## src/rtl/uart_pkg.sv

```systemverilog
// Shared definitions for the word UART receiver: FSM encodings and default timing constants.
// Latency: n/a (package only).
// Backpressure: n/a (package only).
package uart_pkg;

   // Receiver FSM states. PARITY is only visited when UART_WORD_RX_PARITY_EN is defined.
   typedef enum logic [2:0] {
      ST_IDLE   = 3'd0,
      ST_START  = 3'd1,
      ST_DATA   = 3'd2,
      ST_PARITY = 3'd3,
      ST_STOP   = 3'd4
   } rx_state_t;

   localparam int DEF_CLK_DIV      = 434;  // 50 MHz / 115200
   localparam int DEF_TIMEOUT_BITS = 32;   // idle bit periods tolerated inside a word
   localparam int WORD_BYTES       = 4;    // bytes packed per output word
   localparam int BAUD_W           = 16;   // baud counter width

endpackage

```

## src/rtl/uart_word_rx_byte.sv

```systemverilog
// Byte deserialiser: synchronises uart_rxd, detects start, samples 8 data bits (+ optional parity) and stop.
// Latency: byte_vld/byte_err are combinational pulses in the cycle the stop bit is sampled.
// Backpressure: none; the caller must consume byte_vld in the cycle it is asserted.
// Optional feature: UART_WORD_RX_PARITY_EN adds an even-parity bit between data and stop.
// Ports: clock, rst_n, uart_rxd in; byte_vld, byte_dat[7:0], byte_err, start_edge, busy out.
module uart_byte_rx
   import uart_pkg::*;
#(
   parameter int CLK_DIV = DEF_CLK_DIV
)
(
   input  logic       clock,
   input  logic       rst_n,
   input  logic       uart_rxd,
   output logic       byte_vld,
   output logic [7:0] byte_dat,
   output logic       byte_err,
   output logic       start_edge,
   output logic       busy
);

   localparam logic [BAUD_W-1:0] FULL_LAST = BAUD_W'(CLK_DIV - 1);
   localparam logic [BAUD_W-1:0] HALF_LAST = BAUD_W'(CLK_DIV / 2 - 1);

   logic              rxd_meta;
   logic              rxd_sync;
   logic              rxd_prev;
   rx_state_t         state;
   rx_state_t         state_nxt;
   logic [BAUD_W-1:0] baud_cnt;
   logic [2:0]        bit_idx;
   logic [7:0]        shreg;
   logic              tick;
   logic              stop_bad;
`ifdef UART_WORD_RX_PARITY_EN
   logic              par_bit;
`endif

   // Synchroniser and history FF reset high so the idle line never looks like a start edge.
   always_ff @(posedge clock or negedge rst_n) begin
      if (!rst_n) begin
         rxd_meta <= 1'b1;
         rxd_sync <= 1'b1;
         rxd_prev <= 1'b1;
      end else begin
         rxd_meta <= uart_rxd;
         rxd_sync <= rxd_meta;
         rxd_prev <= rxd_sync;
      end
   end

   // Sample point: half a bit after the start edge, then one full bit per subsequent sample.
   always_comb begin
      tick = 1'b0;
      case (state)
         ST_START:                     tick = (baud_cnt == HALF_LAST);
         ST_DATA, ST_PARITY, ST_STOP:  tick = (baud_cnt == FULL_LAST);
         default:                      tick = 1'b0;
      endcase
   end

`ifdef UART_WORD_RX_PARITY_EN
   assign stop_bad = ~rxd_sync | (^{shreg, par_bit});
`else
   assign stop_bad = ~rxd_sync;
`endif

   always_ff @(posedge clock or negedge rst_n) begin
      if (!rst_n) state <= ST_IDLE;
      else        state <= state_nxt;
   end

   always_comb begin
      state_nxt  = state;
      byte_vld   = 1'b0;
      byte_err   = 1'b0;
      start_edge = 1'b0;
      case (state)
         ST_IDLE: begin
            // A held-low line keeps rxd_prev low, so a break cannot retrigger.
            start_edge = rxd_prev & ~rxd_sync;
            if (start_edge) state_nxt = ST_START;
         end
         ST_START: begin
            if (tick) state_nxt = rxd_sync ? ST_IDLE : ST_DATA;
         end
         ST_DATA: begin
`ifdef UART_WORD_RX_PARITY_EN
            if (tick && bit_idx == 3'd7) state_nxt = ST_PARITY;
`else
            if (tick && bit_idx == 3'd7) state_nxt = ST_STOP;
`endif
         end
`ifdef UART_WORD_RX_PARITY_EN
         ST_PARITY: begin
            if (tick) state_nxt = ST_STOP;
         end
`endif
         ST_STOP: begin
            if (tick) begin
               state_nxt = ST_IDLE;
               byte_vld  = ~stop_bad;
               byte_err  = stop_bad;
            end
         end
         default: state_nxt = ST_IDLE;
      endcase
   end

   // Baud counter restarts on every state entry and after every sample inside DATA.
   always_ff @(posedge clock or negedge rst_n) begin
      if (!rst_n) begin
         baud_cnt <= '0;
         bit_idx  <= 3'd0;
         shreg    <= 8'd0;
      end else begin
         if (state == ST_IDLE || state_nxt != state || tick) baud_cnt <= '0;
         else                                                  baud_cnt <= baud_cnt + BAUD_W'(1);

         if (state == ST_START) bit_idx <= 3'd0;
         else if (state == ST_DATA && tick) begin
            shreg[bit_idx] <= rxd_sync;
            bit_idx        <= bit_idx + 3'd1;
         end
      end
   end

`ifdef UART_WORD_RX_PARITY_EN
   always_ff @(posedge clock or negedge rst_n) begin
      if (!rst_n)                          par_bit <= 1'b0;
      else if (state == ST_PARITY && tick) par_bit <= rxd_sync;
   end
`endif

   assign byte_dat = shreg;
   assign busy     = (state != ST_IDLE);

endmodule

```

## src/rtl/uart_word_rx.sv

```systemverilog
// Packs four UART bytes (first byte in [31:24]) into a word presented on a valid/ready interface.
// Latency: word_valid rises the cycle after the 4th stop-bit sample.
// Backpressure: one-word output register; a word completing while it is held and not accepted is dropped (overrun).
// Optional feature: UART_WORD_RX_PARITY_EN (even parity per byte, handled in uart_byte_rx).
// Ports: clock, rst_n, uart_rxd, word_ready in; word_valid, word_data[31:0], frame_err, overrun, timeout, busy out.
module uart_word_rx
   import uart_pkg::*;
#(
   parameter int CLK_DIV      = DEF_CLK_DIV,
   parameter int TIMEOUT_BITS = DEF_TIMEOUT_BITS
)
(
   input  logic        clock,
   input  logic        rst_n,
   input  logic        uart_rxd,
   output logic        word_valid,
   input  logic        word_ready,
   output logic [31:0] word_data,
   output logic        frame_err,
   output logic        overrun,
   output logic        timeout,
   output logic        busy
);

   localparam logic [23:0] TMO_LIMIT = 24'(TIMEOUT_BITS * CLK_DIV);

   logic        byte_vld;
   logic [7:0]  byte_dat;
   logic        byte_err;
   logic        start_edge;
   logic [1:0]  byte_cnt;
   logic [23:0] acc;
   logic [23:0] tmo_cnt;
   logic        word_done;
   logic        tmo_fire;

   uart_byte_rx #(
      .CLK_DIV (CLK_DIV)
   ) u_byte_rx (
      .clock      (clock),
      .rst_n      (rst_n),
      .uart_rxd   (uart_rxd),
      .byte_vld   (byte_vld),
      .byte_dat   (byte_dat),
      .byte_err   (byte_err),
      .start_edge (start_edge),
      .busy       (busy)
   );

   assign word_done = byte_vld && (byte_cnt == 2'(WORD_BYTES - 1));

   // Timeout only fires while idle between bytes of a partial word; a start edge in
   // the same cycle wins, so it can never coincide with frame_err or overrun.
   assign tmo_fire = !busy && !start_edge && (byte_cnt != 2'd0) && (tmo_cnt == TMO_LIMIT - 24'd1);

   always_ff @(posedge clock or negedge rst_n) begin
      if (!rst_n) begin
         byte_cnt   <= 2'd0;
         acc        <= 24'd0;
         tmo_cnt    <= 24'd0;
         word_valid <= 1'b0;
         word_data  <= 32'd0;
         frame_err  <= 1'b0;
         overrun    <= 1'b0;
         timeout    <= 1'b0;
      end else begin
         frame_err <= byte_err;
         timeout   <= tmo_fire;
         overrun   <= 1'b0;

         // A bad frame or a stale partial word resets assembly to a word boundary.
         if (byte_err || tmo_fire) begin
            byte_cnt <= 2'd0;
            acc      <= 24'd0;
         end else if (byte_vld) begin
            acc      <= {acc[15:0], byte_dat};
            byte_cnt <= byte_cnt + 2'd1;
         end

         if (start_edge || byte_cnt == 2'd0 || tmo_fire) tmo_cnt <= 24'd0;
         else if (!busy)                                  tmo_cnt <= tmo_cnt + 24'd1;

         // Accept-and-reload in one cycle is allowed; otherwise a held word is never overwritten.
         if (word_done) begin
            if (!word_valid || word_ready) begin
               word_data  <= {acc, byte_dat};
               word_valid <= 1'b1;
            end else begin
               overrun <= 1'b1;
            end
         end else if (word_valid && word_ready) begin
            word_valid <= 1'b0;
         end
      end
   end

endmodule

```

## config.mk

```make
export PLATFORM = sky130hd
export DESIGN_NAME = uart_word_rx
export DESIGN_NICKNAME = d
export VERILOG_FILES = /design/src/rtl/uart_pkg.sv /design/src/rtl/uart_word_rx_byte.sv /design/src/rtl/uart_word_rx.sv
export SDC_FILE = /design/constraint.sdc
export NUM_CORES = 1
export LEC_CHECK = 0
export CAP_MARGIN = 10
export CORE_ASPECT_RATIO = 1.5
export CORE_MARGIN = 10
export CORE_UTILIZATION = 50
export DETAILED_ROUTE_END_ITERATION = 8
export DONT_BUFFER_PORTS = 1
export PLACE_DENSITY = 0.72
export SLEW_MARGIN = 10
export SYNTH_ARGS = -nofsm -noshare
export SYNTH_HDL_FRONTEND = slang
export SYNTH_SLANG_ARGS = --single-unit
```

## constraint.sdc

```tcl
create_clock -name clock -period 2.5 [get_ports clock]
set_input_delay 0.625 -clock clock [delete_from_list [all_inputs] [get_ports clock]]
set_output_delay 0.625 -clock clock [all_outputs]
set_load 0.05 [all_outputs]
```

==> metrics.md, run 1 <==
| Metric | Value |
|---|---|
| Status | complete, but fails checks |
| Failing checks | negative hold slack |
| Total core area | 10600 um^2 |
| Tightest Pin Transition | 603 ps |
| Post-cts gate resize count | 0 |
| First-pass GRT wire length | 18100 um |
| Yosys reg bits | 119 |
| R2R cell count | 5 |
| Dpl cells | 620 |
| Setup-failing EPs final | 0 |
| Post-route minimum period | 2340 ps |
| Worst reg2reg setup slack | about 350 ps |
| Async set-reset flop share out of synthesis | 1.00 |
| Vias per cell | 5.50 |
| Setup TNS | 0 ps |
| Fin cells | 652 |
| Cell leakage power | ~2.7 nW |
| Crit Path Category | flip-flop to primary output |
| Final net count | 505 |
| Leading area contributor after synthesis | dfrtp_1 |
| Reg-to-Reg End | u_byte_rx.byte_dat[0] |
| Final Slew Violations | 0 |
| Worst path max stage delay | 390 ps |
| Design Power | 4.68 mW |
| CP Max Fanout | 10 |
| Port Buffers | 0 |
| GRT Overall Usage | 0.141 |
| Synth Net Count | 503 |
| Max_cap viols | 0 |
| Startpoint types | flip-flop |
| Worst setup path startpoint | u_byte_rx.state[0] |
| CTS tree | built |
| Antenna violations before repair | 0 |
| Clock Skew | 9.11 ps |
| Io pins | 41 |
| Pwr Density | 762 nW/um^2 |
| Root buffer cell | clkbuf_16 |
| Clock buffer depth | 2 |
| Vias post-DR | 3584 |
| Num rows | 46 |
| VDD IR max | approximately 0.52 mV |
| Final ANT Viol Nets | 0 |
| Pre-antenna DRT Iters | 4 |
| Critical Path RT | 1880 ps |
| Clock-pin slew on the worst setup and hold paths | approximately 60 ps |
| Avg WL per Cell | 16.1 um |
| Placed wire-length estimate | 6950 um |
| Hold_ws | -84.5 ps |
| Fin. Hold Viols | 116 |
| Synth area leaders | dfrtp_1 (54%), mux2_2 (8.5%), xnor2_1 (4.2%) |
| CP delay by family, top | buffers and inverters |
| Most common library cell in the layout ignoring fill and taps | dfrtp_1 |
| TritonCTS Buffers | 17 |
| Mean Syn Cell Area | about 11 um^2 |
| Largest net degree at the start of global routing | 120 |
| Setup crit end kind | primary output |
| GR Overflow Total | 0 |
| EDFF count, synth | 0 |
| Worst Path Buf+Inv | 2 |
| Number of DRC markers in iteration 0 | between 200 and 300 |
| Syn. warnings | 0 |
| Vias in the first global route | 3739 |
| RSZ-0062 raised after global routing | no |
| Share of layout cells above drive strength 1 | 0.191 |
| Die area | 15500 um^2 |
| Syn Inst Count | about 490 |
| Hold WC Path Type | primary input to async pin |
| CP cell instances | buf_4, nor3_4, inv_1 |
| Mapped cell area | approximately 5400 um^2 |
| Worst slew margin | 0.598 |
| DIE WIDTH | 105 um |
| Final wirelength | 10500 um |
| Placed Area | roughly 5500 um^2 |
| Yosys cell types | 53 |
| # fillers | roughly 880 |
| F_max | 427 MHz |
| Register area share after synthesis | 0.551 |
| R2r startpoint | u_byte_rx.state[1] |
| P&R area growth vs syn | 13.5% |
| Skew-Pair Late Insertion Delay | approximately 400 ps |
| CTS Sinks | 119 |
| CP max stage cell | dfrtp_1 |
| Number of remaining DRC errors | 0 |
| Synth Flop Type | dfrtp_1 |
| Crit share post-route | 0.938 |
| Die Span Y | between 100 and 150 um |
| RePlAce Congestion | 0.818 |
| Final non-filler cell area | 6140 um^2 |
| Crit path DAT | 1720 ps |
| Yosys top cell area share | 0.537 |
| N_diodes | 0 |
| Starting Density | 0.511 |
| H-tree depth | 4 |
| Commonest cells after routing, fill and taps aside | dfrtp_1 (116), nor2_1 (52), nand2_1 (45) |
==> kinds of logic after synthesis <==
family,synth area share
adders and majority gates,0.0139
xor gates and xnor gates,0.0599
muxes,0.0872
DFF,0.551
and+or+nand+nor,0.203
buffers and inverters,0.0347
AOI/OAI and AO/OA,0.0500
==> final cells by class <==
type	instances	area [um^2]	area share
repair buffers	10	87.6	0.0143
clock inverters	14	171	0.0279
clock buffers	18	439	0.0716
inverters	10	37.5	0.00612
flip-flops and latches	119	2980	0.486
multi-input cells	337	2240	0.365
well taps	144	180	0.0294
==> sequential cells by signal, indices dropped and copies added, names as in the netlist, 2 cells and up <==
name	count
word_data	32
u_byte_rx.state	3
u_byte_rx.baud_cnt	16
acc	24
byte_cnt	2
tmo_cnt	24
u_byte_rx.byte_dat	8
u_byte_rx.bit_idx	3
==> how the worst max path moves through the flow <==
stage	endpoint	slack, ps	cells past startpoint
after floorplan	acc[10]	520	8
after global placement	u_byte_rx.byte_dat[0]	380	5
after detailed placement	u_byte_rx.byte_dat[0]	340	5
after CTS	busy	140	3
after global routing	busy	50	3
final	busy	160	3
==> worst reg2reg max path, cell delays in order, from the launching register on <==
cell and delay, ps:
dfrtp_1 460, nor3b_2 300, o211a_1 250, o21a_1 480, nand4b_1 230, mux2_2 320
==> cells in the mapped netlist, drive strengths merged (4+ instances only) <==
master    n
dfrtp   116
nand2b    4
buf      18
nand2    45
nand3    40
ha        6
xnor2    26
xor2     11
and3     12
nand4     8
o21ai     5
nand4b    4
nor4      6
inv      10
nor3b     5
nor3     15
nor2     53
a21oi    27
mux2     41
clkbuf    9
==> routing by layer <==
layer  GRT usage  share of wire  vias to the layer above
li1            -              -                     1715
met1       0.157           0.39                     1788
met2       0.236           0.53                       66
met3      0.0492          0.051                       15
met4      0.0702          0.020                        0
met5           0              0                        -
==> per-stage QoR <==
stage                     setup slack (ps)   util  hold WS (ps)
after CTS                              136  0.579          -101
final                                  155  0.579         -84.5
after floorplan                        522      -           329
after detailed placement               342  0.522           335
after global placement                 380  0.522           335
after global routing                  54.4  0.579          -105
==> power breakdown <==
group	internal (mW)	leakage, nW	total [mW]	switching [mW]
clock	1.60	0.293	2.47	0.867
sequential	1.99	1.63	2.06	0.0732
combinational	0.0760	0.747	0.147	0.0708
==> timing repair <==
item | in CTS | in global routing
hold endpoints to repair | 116 | 116
endpoints found under the setup margin | 0 | 0
setup buffers | 0 | 0
Power figures use the tool's default switching activity.
==> run 2, diff against run 1 <==
--- a/config.mk
+++ b/config.mk
@@ -6,12 +6,14 @@
 export NUM_CORES = 1
 export LEC_CHECK = 0
 export CAP_MARGIN = 10
+export CELL_PAD_IN_SITES_DETAIL_PLACEMENT = 0
+export CELL_PAD_IN_SITES_GLOBAL_PLACEMENT = 1
 export CORE_ASPECT_RATIO = 1.5
 export CORE_MARGIN = 10
 export CORE_UTILIZATION = 50
 export DETAILED_ROUTE_END_ITERATION = 8
 export DONT_BUFFER_PORTS = 1
-export PLACE_DENSITY = 0.72
+export PLACE_DENSITY = 0.85
 export SLEW_MARGIN = 10
 export SYNTH_ARGS = -nofsm -noshare
 export SYNTH_HDL_FRONTEND = slang
==> run 2 against run 1 <==
  * The run still ends with negative hold slack left
  * Core utilization is 0.25 points lower
  * Non-clock buffer count is the same
  * First-iteration DRC count down 31%
  * Largest cell class unchanged
==> metrics.md, run 2 (synthesized netlist as in run 1, its figures left out) <==
| Metric | Value |
|---|---|
| Regs by FF count | word_data (32), acc (24), tmo_cnt (24) (unchanged) |
| Final Slew Violations | 0 (unchanged) |
| Startpoint types | flip-flop (unchanged) |
| Antenna violations before repair | 0 (unchanged) |
| Critical Path RT | 1880 ps (about the same) |
| Failing checks | negative hold slack (unchanged) |
| Skew-Pair Late Insertion Delay | 420 ps (was 410 ps) |
| # fillers | 916 (was 876) |
| Commonest cells after routing, fill and taps aside | dfrtp_1 (116), nor2_1 (52), nand2_1 (45) (unchanged) |
| Pre-antenna DRT Iters | 4 (unchanged) |
| F_max | 416 MHz (was 427 MHz) |
| Die area | 15500 um^2 (unchanged) |
| GR Overflow Total | 0 (unchanged) |
| Clock buffer depth | 2 (unchanged) |
| H-tree depth | 4 (unchanged) |
| Post-cts gate resize count | 0 (unchanged) |
| Die Span Y | 147 um (unchanged) |
| Vias per cell | 5.71 (was 5.50) |
| CP Capture Point | busy (unchanged) |
| Number of remaining DRC errors | 0 (unchanged) |
| Vias in the first global route | 3879 (was 3739) |
| Clock-pin slew on the worst setup and hold paths | 50 ps (was 60 ps) |
| Post-Route Utilization | 0.577 (was 0.579) |
| Largest register FFs | 32 (unchanged) |
| Root buffer cell | clkbuf_16 (unchanged) |
| Port Buffers | 0 (unchanged) |
| R2r startpoint | byte_cnt[0] (was u_byte_rx.state[1]) |
| Largest Register | word_data (unchanged) |
| Vias post-DR | 3722 (was 3584) |
| Status | complete, but fails checks (unchanged) |
| Io pins | 41 (unchanged) |
| Largest net degree at the start of global routing | 120 (unchanged) |
| Footprint of the multi-input gates | 2240 um^2 (unchanged) |
| RePlAce Congestion | 0.763 (was 0.818) |
| Setup TNS | 0 ps (unchanged) |
| Clock Skew | 9.50 ps (was 9.11 ps) |
| Worst setup path startpoint | u_byte_rx.state[1] (was u_byte_rx.state[0]) |
| Final ANT Viol Nets | 0 (unchanged) |
| Max_cap viols | 0 (unchanged) |
| P&R area growth vs syn | 13.0% (was 13.5%) |
| Final wirelength | 11400 um (was 10500 um) |
| Crit Path Category | flip-flop to primary output (unchanged) |
| Crit share post-route | 0.962 (was 0.938) |
| Most common library cell in the layout ignoring fill and taps | dfrtp_1 (unchanged) |
| GRT Overall Usage | 0.152 (was 0.141) |
| Total core area | 10600 um^2 (unchanged) |
| RSZ-0062 raised after global routing | no (unchanged) |
| Worst reg2reg setup slack | 290 ps (was 350 ps) |
| Tightest Pin Transition | 594 ps (was 603 ps) |
| Sequential cell area | 2980 um^2 (unchanged) |
| Setup crit end kind | primary output (unchanged) |
| Post-route minimum period | 2410 ps (was 2340 ps) |
| N_diodes | 0 (unchanged) |
| Hold_ws | -93.9 ps (was -84.5 ps) |
| Num rows | 46 (unchanged) |
| TritonCTS Buffers | 17 (unchanged) |
| Starting Density | 0.511 (unchanged) |
| R2R cell count | 7 (was 5) |
| Crit path DAT | 1780 ps (was 1720 ps) |
| Placed wire-length estimate | 7350 um (was 6950 um) |
| Setup-failing EPs final | 0 (unchanged) |
| Number of DRC markers in iteration 0 | 174 (was 254) |
| Cell leakage power | 2.66 nW (was 2.68 nW) |
| Fin. Hold Viols | 116 (unchanged) |
| CTS Sinks | 119 (unchanged) |
| VDD IR max | 0.522 mV (about the same) |
| Share of layout cells above drive strength 1 | 0.187 (was 0.191) |
| DIE WIDTH | 105 um (unchanged) |
| Worst slew margin | 0.604 (was 0.598) |
| Hold WC Path Type | primary input to async pin (unchanged) |
| Final net count | 505 (unchanged) |
| Avg WL per Cell | 17.5 um (was 16.1 um) |
| CP Max Fanout | 19 (was 10) |
| Pwr Density | 754 nW/um^2 (was 762 nW/um^2) |
| Reg-to-Reg End | acc[0] (was u_byte_rx.byte_dat[0]) |
| Post-CTS Setup Bufs | 0 (unchanged) |
| CTS tree | built (unchanged) |
| First-pass GRT wire length | 19200 um (was 18100 um) |
[run 2: layout make-up]
type,count,area share
tap,144,0.0295
clock inverter,11,0.0203
timing repair buffer,10,0.0143
multi-input combinational,337,0.366
inverter,10,0.00614
sequential,119,0.488
clock buffer,21,0.0754
[run 2: worst min path at each step]
stage	end	slack, ps	cells past startpoint
floorplan	acc[0]	330	0
CTS	word_data[26]	-110	0
finish	acc[18]	-90	0
detailed placement	word_data[26]	330	0
global placement	word_data[26]	330	0
global route	word_data[31]	-110	0
[run 2: worst max-delay path, stage by stage (launching register included)]
cell and delay [ps]:
dfrtp_1 400, buf_4 220, nor3_4 360, inv_1 390
[run 2: through the flow]
| stage | power, mW | instance area [um^2] | setup slack (ps) | instances |
|---|---|---|---|---|
| after global placement | 2.24 | 5530 | 439 | 620 |
| after global routing | 4.76 | 6110 | 24.0 | 652 |
| after detailed placement | 2.24 | 5530 | 342 | 620 |
| final | 4.60 | 6110 | 94.2 | 652 |
| after floorplan | 2.20 | 5410 | 522 | 493 |
| after CTS | 4.65 | 6110 | 74.9 | 652 |
[run 2: per-layer routing]
metal,share of wire,GRT usage,wire [um]
met4,0.020,0.0778,225
met1,0.38,0.157,4330
met2,0.54,0.270,6190
met5,0,0,0
met3,0.056,0.0440,640
[run 2: power by group]
group	switching, mW	total [mW]	internal (mW)
sequential	0.0784	2.07	1.99
combinational	0.0680	0.144	0.0762
clock	0.875	2.39	1.52
==> run 3, diff against run 2 <==
--- a/config.mk
+++ b/config.mk
@@ -5,15 +5,15 @@
 export SDC_FILE = /design/constraint.sdc
 export NUM_CORES = 1
 export LEC_CHECK = 0
-export CAP_MARGIN = 10
+export CAP_MARGIN = 20
 export CELL_PAD_IN_SITES_DETAIL_PLACEMENT = 0
 export CELL_PAD_IN_SITES_GLOBAL_PLACEMENT = 1
 export CORE_ASPECT_RATIO = 1.5
 export CORE_MARGIN = 10
-export CORE_UTILIZATION = 50
+export CORE_UTILIZATION = 44
 export DETAILED_ROUTE_END_ITERATION = 8
 export DONT_BUFFER_PORTS = 1
-export PLACE_DENSITY = 0.85
+export PLACE_DENSITY = 0.8
 export SLEW_MARGIN = 10
 export SYNTH_ARGS = -nofsm -noshare
 export SYNTH_HDL_FRONTEND = slang
==> constraint.sdc (replaced) <==
create_clock -name clock -period 2 [get_ports clock]
set_input_delay 0.5 -clock clock [delete_from_list [all_inputs] [get_ports clock]]
set_output_delay 0.5 -clock clock [all_outputs]
set_load 0.05 [all_outputs]
==> run 3 against run 2 <==
  * Combinational power up 140%
  * Via count up 4.0%
  * Largest power group unchanged
  * Wire length is 11% higher
  * Critical path type is now flip-flop to flip-flop
  * First-iteration DRC count grew 20%
  * Core utilization fell by 0.83 points
  * Cell area increased by 12%
  * Cell count up 7.7%
  * Clock skew fell by 0.66 ps
  * Largest cell class unchanged
  * The run ends with negative hold slack, negative setup slack left
==> metrics.md, run 3 (synthesized netlist as in run 1, its figures left out) <==
| Metric | Value |
|---|---|
| GR Overflow Total | 0 (unchanged) |
| CTS tree | built (unchanged) |
| Footprint of the multi-input gates | 2440 um^2 (was 2240 um^2) |
| R2r startpoint | u_byte_rx.state[1] (was byte_cnt[0]) |
| CP cell instances | nor3b_2, o211a_1, nand3_2, nor3b_4, buf_6, clkbuf_16, mux2_2 (was buf_4, nor3_4, inv_1) |
| Io pins | 41 (unchanged) |
| Dpl cells | 656 (was 620) |
| H-tree depth | 4 (unchanged) |
| Most common library cell in the layout ignoring fill and taps | dfrtp_1 (unchanged) |
| Vias in the first global route | 3938 (was 3879) |
| N_diodes | 0 (unchanged) |
| Antenna violations before repair | 0 (unchanged) |
| TritonCTS Buffers | 17 (unchanged) |
| Final non-filler cell area | 6830 um^2 (was 6110 um^2) |
| Num rows | 49 (was 46) |
| Root buffer cell | clkbuf_16 (unchanged) |
| Vias post-DR | 3871 (was 3722) |
| Share of layout cells above drive strength 1 | 0.281 (was 0.187) |
| Startpoint types | flip-flop (unchanged) |
| GRT Overall Usage | 0.137 (was 0.152) |
| Commonest cells after routing, fill and taps aside | dfrtp_1 (116), nor2_1 (52), nand2_1 (45) (unchanged) |
| Final wirelength | 12600 um (was 11400 um) |
| F_max | 499 MHz |
| Vias per cell | 5.51 (was 5.71) |
| CP Max Fanout | 8 (was 19) |
| Regs by FF count | word_data (32), acc (24), tmo_cnt (24) (unchanged) |
| Critical Path RT | 2300 ps (was 1880 ps) |
| Cell leakage power | 2.98 nW (was 2.66 nW) |
| Starting Density | 0.450 (was 0.511) |
| Worst reg2reg setup slack | -4 ps (was 290 ps) |
| Number of remaining DRC errors | 0 (unchanged) |
| DIE WIDTH | 111 um (was 105 um) |
| Die Span Y | 156 um (was 147 um) |
| Skew-Pair Late Insertion Delay | 410 ps (was 420 ps) |
| CP max stage cell | dfrtp_1 (unchanged) |
| CP delay by family, top | simple AND/OR/NAND/NOR gates (was buffers and inverters) |
| Post-place setup slack | -50.7 ps (was 342 ps) |
| Failing checks | negative hold slack, negative setup slack (was negative hold slack) |
| Die area | 17200 um^2 (was 15500 um^2) |
| Setup TNS | -8.59 ps (was 0 ps) |
| Final ANT Viol Nets | 0 (unchanged) |
| Sequential cell area | 2980 um^2 (unchanged) |
| Status | complete, but fails checks (unchanged) |
| First-pass GRT wire length | 19500 um (was 19200 um) |
| Worst setup path startpoint | u_byte_rx.state[1] (unchanged) |
| Max_cap viols | 0 (unchanged) |
| Hold_ws | -222 ps (was -93.9 ps) |
| Port Buffers | 0 (unchanged) |
| Largest Register | word_data (unchanged) |
| Worst slew margin | 0.660 (was 0.604) |
| Placed wire-length estimate | 7670 um (was 7350 um) |
| Clock-pin slew on the worst setup and hold paths | 60 ps (was 50 ps) |
| # fillers | 1009 (was 916) |
| Crit Path Category | flip-flop to flip-flop (was flip-flop to primary output) |
| Clock Skew | 8.83 ps (was 9.50 ps) |
| Pwr Density | 913 nW/um^2 (was 754 nW/um^2) |
| Fin cells | 702 (was 652) |
| Largest net degree at the start of global routing | 120 (unchanged) |
| Setup-failing EPs final | 4 (was 0) |
| Worst path max stage delay | 420 ps (was 400 ps) |
| Final net count | 546 (was 505) |
| CP Capture Point | word_data[19] (was busy) |
| Final Slew Violations | 0 (unchanged) |
| VDD IR max | 0.535 mV (was 0.522 mV) |
| RSZ-0062 raised after global routing | yes (was no) |
| Worst Path Buf+Inv | 2 (unchanged) |
| Clock buffer depth | 2 (unchanged) |
| Setup crit end kind | flip-flop (was primary output) |
| Placed Area | 5800 um^2 (was 5530 um^2) |
| Crit share post-route | 1.00 |
| Crit path DAT | 2300 ps (was 1780 ps) |
| RePlAce Congestion | 0.817 (was 0.763) |
| Fin. Hold Viols | 119 (was 116) |
| Slack of the critical path | -3.82 ps (was 94.2 ps) |
| Pre-antenna DRT Iters | 7 (was 4) |
| P&R area growth vs syn | 26.4% (was 13.0%) |
| Post-route minimum period | 2000 ps |
| Tightest Pin Transition | 510 ps (was 594 ps) |
| WP depth | 7 (was 3) |
| Number of DRC markers in iteration 0 | 208 (was 174) |
| Hold WC Path Type | primary input to async pin (unchanged) |
| R2R cell count | 7 (unchanged) |
| CTS Sinks | 119 (unchanged) |
| Reg-to-Reg End | word_data[19] (was acc[0]) |
| Largest register FFs | 32 (unchanged) |
| Avg WL per Cell | 18.0 um (was 17.5 um) |
| Total core area | 12000 um^2 (was 10600 um^2) |
run 3: changes by cell type in the layout (fill, tap and decap cells not counted), sizes merged:
cell,before,now
buf,10,48
bufinv,2,5
clkbuf,21,20
inv,11,12
run 3: worst min-delay path by stage:
| stage | start | end | slack [ps] |
|---|---|---|---|
| after floorplan | rst_n | acc[0] | 200 |
| after global placement | rst_n | word_data[26] | 210 |
| after detailed placement | rst_n | word_data[26] | 210 |
| after CTS | rst_n | word_data[26] | -230 |
| after global routing | rst_n | acc[14] | -240 |
| final | rst_n | acc[14] | -220 |
run 3: what timing repair did:
item | CTS | global route
gates cloned | 0 | 5
setup endpoints to repair | 40 | 98
pin swaps | 2 | 6
gates resized for setup | 3 | 42
endpoints found under the hold margin | 119 | 119
buffers inserted | 1 | 8
run 3: layout make-up:
cell class | count | area share
Clock buffer | 17 | 0.0623
Clock inverter | 15 | 0.0331
Inverter | 10 | 0.00549
Multi-Input combinational cell | 337 | 0.357
Sequential cell | 119 | 0.436
Tap cell | 153 | 0.0280
Timing Repair Buffer | 51 | 0.0775
run 3: power by group:
part,switching [mW],internal (mW)
clock,1.14,2.22
combinational,0.160,0.185
sequential,0.0494,2.49
total,1.35,4.89
run 3: per-layer routing:
metal / GRT usage / wire length, um / vias to the layer above
met3: 0.0435 / 581 / 21
met1: 0.142 / 4840 / 1956
li1: - / - / 1809
met5: 0 / 0 / -
met4: 0.0765 / 231 / 0
met2: 0.241 / 6950 / 85
run 3: per-stage QoR:
| step | power, mW | util | hold slack, ps |
|---|---|---|---|
| floorplan | 2.75 | - | 204 |
| global placement | 2.90 | 0.483 | 208 |
| detailed placement | 2.91 | 0.483 | 208 |
| CTS | 6.27 | 0.538 | -235 |
| global route | 6.46 | 0.569 | -244 |
| finish | 6.24 | 0.569 | -222 |
